### src/rtl/mmc1_ctrl_if.sv
// CPU/PPU bus bundle between the cartridge edge and the MMC1 bank controller.
interface mmc1_ctrl_if #(
    parameter int unsigned PRG_ADDR_W = 18,
    parameter int unsigned CHR_ADDR_W = 17
);
    logic                  m2;
    logic [14:0]           cpu_addr;
    logic [7:0]            cpu_data_i;
    logic                  cpu_rw;
    logic                  romsel;
    logic [13:0]           ppu_addr;
    logic [PRG_ADDR_W-1:0] prg_rom_addr;
    logic                  prg_ram_ce;
    logic [CHR_ADDR_W-1:0] chr_addr;
    logic                  ciram_ce;
    logic                  ciram_a10;
    logic [4:0]            ctrl_o;

    modport master (
        output m2, cpu_addr, cpu_data_i, cpu_rw, romsel, ppu_addr,
        input  prg_rom_addr, prg_ram_ce, chr_addr, ciram_ce, ciram_a10, ctrl_o
    );

    modport slave (
        input  m2, cpu_addr, cpu_data_i, cpu_rw, romsel, ppu_addr,
        output prg_rom_addr, prg_ram_ce, chr_addr, ciram_ce, ciram_a10, ctrl_o
    );
endinterface

### src/rtl/mmc1_ctrl.sv
// MMC1 (mapper 001) serial-load bank controller: PRG/CHR banking, mirroring, PRG-RAM enable.
// Optional macro MMC1_WRITE_FILTER_EN drops load writes on the edge right after a qualified write.
module mmc1_ctrl #(
    parameter int unsigned PRG_ADDR_W = 18,
    parameter int unsigned CHR_ADDR_W = 17
) (
    input  logic         clk_cpu,
    input  logic         rst,
    mmc1_ctrl_if.slave   bus
);

    localparam int unsigned REG_W = 5;
    localparam int unsigned CNT_W = 3;

    logic [REG_W-1:0] shift_q, shift_d;
    logic [CNT_W-1:0] cnt_q, cnt_d;
    logic [REG_W-1:0] ctrl_q, ctrl_d;
    logic [REG_W-1:0] chr0_q, chr0_d;
    logic [REG_W-1:0] chr1_q, chr1_d;
    logic [REG_W-1:0] prg_q, prg_d;

    logic             wr_c;
    logic             blocked_c;
    logic [REG_W-1:0] shift_val_c;
    logic [3:0]       prg_bank_c;
    logic [4:0]       chr_bank_c;
    logic [17:0]      prg_full_c;
    logic [16:0]      chr_full_c;
    logic             unused_data_bits;

    assign wr_c        = bus.m2 & ~bus.cpu_rw & ~bus.romsel;
    assign shift_val_c = {bus.cpu_data_i[0], shift_q[4:1]};

`ifdef MMC1_WRITE_FILTER_EN
    logic wr_prev_q;

    // Remembers any qualified write so the second half of an RMW pair is dropped
    always_ff @(posedge clk_cpu or negedge rst) begin
        if (!rst) begin
            wr_prev_q <= 1'b0;
        end else begin
            wr_prev_q <= wr_c;
        end
    end

    assign blocked_c = wr_prev_q;
`else
    assign blocked_c = 1'b0;
`endif

    always_ff @(posedge clk_cpu or negedge rst) begin
        if (!rst) begin
            shift_q <= '0;
            cnt_q   <= '0;
            ctrl_q  <= 5'h0C;
            chr0_q  <= '0;
            chr1_q  <= '0;
            prg_q   <= '0;
        end else begin
            shift_q <= shift_d;
            cnt_q   <= cnt_d;
            ctrl_q  <= ctrl_d;
            chr0_q  <= chr0_d;
            chr1_q  <= chr1_d;
            prg_q   <= prg_d;
        end
    end

    // Serial loader: reset form always wins, load form commits on the fifth bit
    always_comb begin
        shift_d = shift_q;
        cnt_d   = cnt_q;
        ctrl_d  = ctrl_q;
        chr0_d  = chr0_q;
        chr1_d  = chr1_q;
        prg_d   = prg_q;
        if (wr_c) begin
            if (bus.cpu_data_i[7]) begin
                shift_d     = '0;
                cnt_d       = '0;
                ctrl_d[3:2] = 2'b11;
            end else if (!blocked_c) begin
                if (cnt_q == 3'd4) begin
                    shift_d = '0;
                    cnt_d   = '0;
                    case (bus.cpu_addr[14:13])
                        2'd0:    ctrl_d = shift_val_c;
                        2'd1:    chr0_d = shift_val_c;
                        2'd2:    chr1_d = shift_val_c;
                        default: prg_d  = shift_val_c;
                    endcase
                end else begin
                    shift_d = shift_val_c;
                    cnt_d   = cnt_q + 3'd1;
                end
            end
        end
    end

    always_comb begin
        prg_bank_c = 4'h0;
        case (ctrl_q[3:2])
            2'd0, 2'd1: prg_bank_c = {prg_q[3:1], bus.cpu_addr[14]};
            2'd2:       prg_bank_c = bus.cpu_addr[14] ? prg_q[3:0] : 4'h0;
            default:    prg_bank_c = bus.cpu_addr[14] ? 4'hF : prg_q[3:0];
        endcase
    end

    always_comb begin
        if (ctrl_q[4]) begin
            chr_bank_c = bus.ppu_addr[12] ? chr1_q : chr0_q;
        end else begin
            chr_bank_c = {chr0_q[4:1], bus.ppu_addr[12]};
        end
    end

    always_comb begin
        case (ctrl_q[1:0])
            2'd0:    bus.ciram_a10 = 1'b0;
            2'd1:    bus.ciram_a10 = 1'b1;
            2'd2:    bus.ciram_a10 = bus.ppu_addr[10];
            default: bus.ciram_a10 = bus.ppu_addr[11];
        endcase
    end

    // Full-width addresses are cut or zero-extended to the cart's actual size
    assign prg_full_c       = {prg_bank_c, bus.cpu_addr[13:0]};
    assign chr_full_c       = {chr_bank_c, bus.ppu_addr[11:0]};
    assign bus.prg_rom_addr = PRG_ADDR_W'(prg_full_c);
    assign bus.chr_addr     = CHR_ADDR_W'(chr_full_c);
    assign bus.ciram_ce     = ~bus.ppu_addr[13];
    assign bus.prg_ram_ce   = bus.romsel & bus.m2 & (bus.cpu_addr[14:13] == 2'b11) & ~prg_q[4];
    assign bus.ctrl_o       = ctrl_q;

    assign unused_data_bits = ^bus.cpu_data_i[6:1];

endmodule

### src/flat_wrapper.sv
// flat-port wrapper written by rule: the top's interface ports become plain ports
module mmc1_ctrl_flat 
#(
    parameter int unsigned PRG_ADDR_W = 18,
    parameter int unsigned CHR_ADDR_W = 17
)
  (clk_cpu, rst, bus_m2, bus_cpu_addr, bus_cpu_data_i, bus_cpu_rw, bus_romsel, bus_ppu_addr, bus_prg_rom_addr, bus_prg_ram_ce, bus_chr_addr, bus_ciram_ce, bus_ciram_a10, bus_ctrl_o);
  mmc1_ctrl_if #(.PRG_ADDR_W(PRG_ADDR_W), .CHR_ADDR_W(CHR_ADDR_W)) bus_i ();
  input  logic clk_cpu;
  input  logic rst;
  input wire logic [$bits(bus_i.m2)-1:0] bus_m2;
  input wire logic [$bits(bus_i.cpu_addr)-1:0] bus_cpu_addr;
  input wire logic [$bits(bus_i.cpu_data_i)-1:0] bus_cpu_data_i;
  input wire logic [$bits(bus_i.cpu_rw)-1:0] bus_cpu_rw;
  input wire logic [$bits(bus_i.romsel)-1:0] bus_romsel;
  input wire logic [$bits(bus_i.ppu_addr)-1:0] bus_ppu_addr;
  output wire logic [$bits(bus_i.prg_rom_addr)-1:0] bus_prg_rom_addr;
  output wire logic [$bits(bus_i.prg_ram_ce)-1:0] bus_prg_ram_ce;
  output wire logic [$bits(bus_i.chr_addr)-1:0] bus_chr_addr;
  output wire logic [$bits(bus_i.ciram_ce)-1:0] bus_ciram_ce;
  output wire logic [$bits(bus_i.ciram_a10)-1:0] bus_ciram_a10;
  output wire logic [$bits(bus_i.ctrl_o)-1:0] bus_ctrl_o;
  assign bus_i.m2 = bus_m2;
  assign bus_i.cpu_addr = bus_cpu_addr;
  assign bus_i.cpu_data_i = bus_cpu_data_i;
  assign bus_i.cpu_rw = bus_cpu_rw;
  assign bus_i.romsel = bus_romsel;
  assign bus_i.ppu_addr = bus_ppu_addr;
  assign bus_prg_rom_addr = bus_i.prg_rom_addr;
  assign bus_prg_ram_ce = bus_i.prg_ram_ce;
  assign bus_chr_addr = bus_i.chr_addr;
  assign bus_ciram_ce = bus_i.ciram_ce;
  assign bus_ciram_a10 = bus_i.ciram_a10;
  assign bus_ctrl_o = bus_i.ctrl_o;
  mmc1_ctrl #(.PRG_ADDR_W(PRG_ADDR_W), .CHR_ADDR_W(CHR_ADDR_W)) u_core (.clk_cpu(clk_cpu), .rst(rst), .bus(bus_i));
endmodule
### config.mk
export PLATFORM = sky130hd
export DESIGN_NAME = mmc1_ctrl_flat
export DESIGN_NICKNAME = d
export VERILOG_FILES = /design/src/rtl/mmc1_ctrl_if.sv /design/src/rtl/mmc1_ctrl.sv /design/src/flat_wrapper.sv
export SDC_FILE = /design/constraint.sdc
export NUM_CORES = 1
export LEC_CHECK = 0
export CAP_MARGIN = 20
export CORE_MARGIN = 2
export CORE_UTILIZATION = 34
export DETAILED_ROUTE_END_ITERATION = 10
export PLACE_DENSITY_LB_ADDON = 0.05
export SLEW_MARGIN = 20
export SYNTH_ARGS = -nofsm -noshare
export SYNTH_HDL_FRONTEND = slang
export SYNTH_SLANG_ARGS = --single-unit
### constraint.sdc
create_clock -name clk_cpu -period 1.8 [get_ports clk_cpu]
set_clock_uncertainty 0.05 [all_clocks]
set_input_delay 0.36 -clock clk_cpu [delete_from_list [all_inputs] [get_ports clk_cpu]]
set_output_delay 0.36 -clock clk_cpu [all_outputs]
set_load 0.05 [all_outputs]
==> results.txt <==
Clock Pin Slew Worst Setup and Hold Paths -> 0.09 ns
mapped cell area -> 1499 um^2
DR DRC count -> 0
Vias -> 1,041
unrepaired setup endpoints after global routing -> true
initial antenna violation count -> 0
Post-Synthesis Cells -> 132
Setup Viol. Count Final -> 0
GP Congestion -> 0.7693
First DRT Iteration DRCs -> 23
vias in the first global route -> 1,113
Die W -> 70.40 um
Placed Area -> 1986 um^2
area grow syn2layout -> 44.91%
final hold vios -> 0
Die Y -> 70.40 um
post-route ant nets -> 0
Worst-Margin Slew -> 0.3406 ns
maximum VDD drop -> 364.3 uV
leakage power -> 0.001041 uW
commonest non-fill, non-tap cells in the layout -> dfrtp_1 (25), buf_4 (20), buf_12 (17)
critical path arrival -> 1.36 ns
Synth Flop Type -> dfrtp_1
Initial Util -> 34.91%
H-Tree Depth -> 1
vias per cell -> 4.934
area taken by multi-input logic gates -> 724.4 um^2
largest net degree at the start of global routing -> 28
status -> completed
R2R Path Start -> u_core.cnt_q[0]
synth warn -> 0
fin. max-slew vios -> 0
Async SR Flop Fraction -> 100.0%
post-DP HPWL -> 2399 um
number of max-cap violations -> 0
CTS buffer count -> 3
slew margin rel. -> 77.29%
Reg area -> 678.2 um^2
share of cells above drive strength 1 -> 58.49%
row count -> 24
syn_area_per_cell -> 11.36 um^2
highest clock rate -> 565.2 MHz
post-synthesis cell type count -> 25
CP Capture Type -> output pin
drt pass-1 iters -> 4
CTS root buffer -> clkbuf_8
crit path launch -> bus_ppu_addr[10]
final WL -> 3318 um
core area -> 4294 um^2
element type at the critical path start -> input port
TNS Setup -> 0 ns
CP Class -> input port to output pin
die area -> 4955 um^2
Yosys reg bits -> 27
remaining global-route overflow -> 0
final-stage net count -> 204
number of flops mapped to enable cells by yosys -> 0
CTS max path bufs -> 2
HP Class -> input port to asynchronous set/reset pin
global-route wire length before repair -> 5485 um
All-Layer GR Usage -> 13.76%
drt wl/cell -> 15.73 um
CTS tree -> built
clock sink total -> 27
hold slack -> 0.4073 ns
antenna cells -> 0
I/O pin total -> 85
Seq/Total Area, Yosys -> 45.24%
Max FO, Critical Path -> 2
syn nets -> 176
clock network latency to the later pin of the worst-skew pair -> 0.26 ns
Filler cells -> 378
input/output buffers -> 32
Design Area, Final -> 2172 um^2
Hold-fix buffers, CTS -> 0
Pwr per Cell Area -> 633.3 nW/um^2
commonest non-fill, non-tap cell in the layout -> dfrtp_1
Required @ worst endpoint -> 1.39 ns
period utilisation layout -> 98.30%
crit path time final -> 1.769 ns
[flip-flops by register name (all words and copies together) (netlist names)]
signal	count
u_core.prg_q	5
u_core.shift_q	4
u_core.bus.ctrl_o	5
u_core.cnt_q	3
u_core.chr1_q	5
u_core.chr0_q	5
[cell type report]
| type | instances | share of cell area, % |
|---|---|---|
| Sequential cell | 27 | 31.22 |
| Tap cell | 52 | 2.995 |
| Clock buffer | 4 | 2.074 |
| Inverter | 6 | 1.037 |
| Multi-Input combinational cell | 69 | 33.35 |
| Timing Repair Buffer | 53 | 29.32 |
[cells in the mapped netlist, drive strengths merged (3+ instances only)]
library cell   n  area [um^2]
a21oi         12        60.06
dfrtp         25        625.6
inv            6        22.52
nor3           3        26.28
nor2           6        22.52
clkbuf         3        12.51
a22o           5        43.79
nand2b         3        18.77
buf           27        200.2
nand2          4        15.01
mux2          23        259.0
[routing by layer]
metal / global-route usage [%] / vias up / wire [um]
li1: - / 488 / -
met3: 2.742 / 16 / 190
met2: 22.54 / 28 / 1679
met1: 17.64 / 509 / 1363
met4: 5.769 / 0 / 84
met5: 0 / - / 0
[worst paths after layout]
path,slack [ns],endpoint,cells past startpoint
setup / recovery,0.03,bus_ciram_a10,4
hold / removal,0.41,u_core.bus.ctrl_o[0],2
setup reg to reg,0.09,u_core.bus.ctrl_o[0],6
hold reg to reg,0.46,u_core.chr0_q[3],1
max in group asynchronous,0.99,u_core.bus.ctrl_o[2],2
min in group clk_cpu,0.46,u_core.chr0_q[3],1
[kinds of logic (layout without fill, tap and decap cells)]
group | count (synthesis) | after routing | share of synthesized area [%]
muxes | 23 | 23 | 17.28
adders and majority gates | 2 | 2 | 1.669
DFF | 27 | 27 | 45.24
and+or+nand+nor | 22 | 22 | 10.94
buffers and inverters | 36 | 63 | 15.69
AOI/OAI and AO/OA | 22 | 22 | 9.183
[critical path, stage by stage]
cell and delay [ns]:
clkdlybuf4s50_1 0.53, a21oi_1 0.10, a31oi_2 0.20, buf_12 0.17
[timing repair]
action / CTS / global route
setup endpoints to repair: 30 / 15
buffers inserted: 6 / 2
resized for setup: 24 / 15
pin swaps: 4 / 10
hold endpoints to repair: 0 / 0
[through the flow]
step | std cells | setup slack (ns) | utilization [%] | total power, uW
global route | 211 | -0.005108 | 50.58 | 1451
global placement | 199 | -0.5510 | 46.24 | 1017
detailed placement | 199 | -0.5612 | 46.24 | 1024
finish | 211 | 0.03068 | 50.58 | 1376
CTS | 209 | 0.006141 | 49.10 | 1378
floorplan | 132 | -0.1244 | - | 984.5
[where the power goes]
group | leakage (uW) | internal [uW] | total (uW) | switching, uW
Clock | 0.0000228 | 158 | 338 | 179
Combinational | 0.000652 | 182 | 371 | 189
Sequential | 0.000366 | 635 | 667 | 32.3
Power figures use the tool's default switching activity.
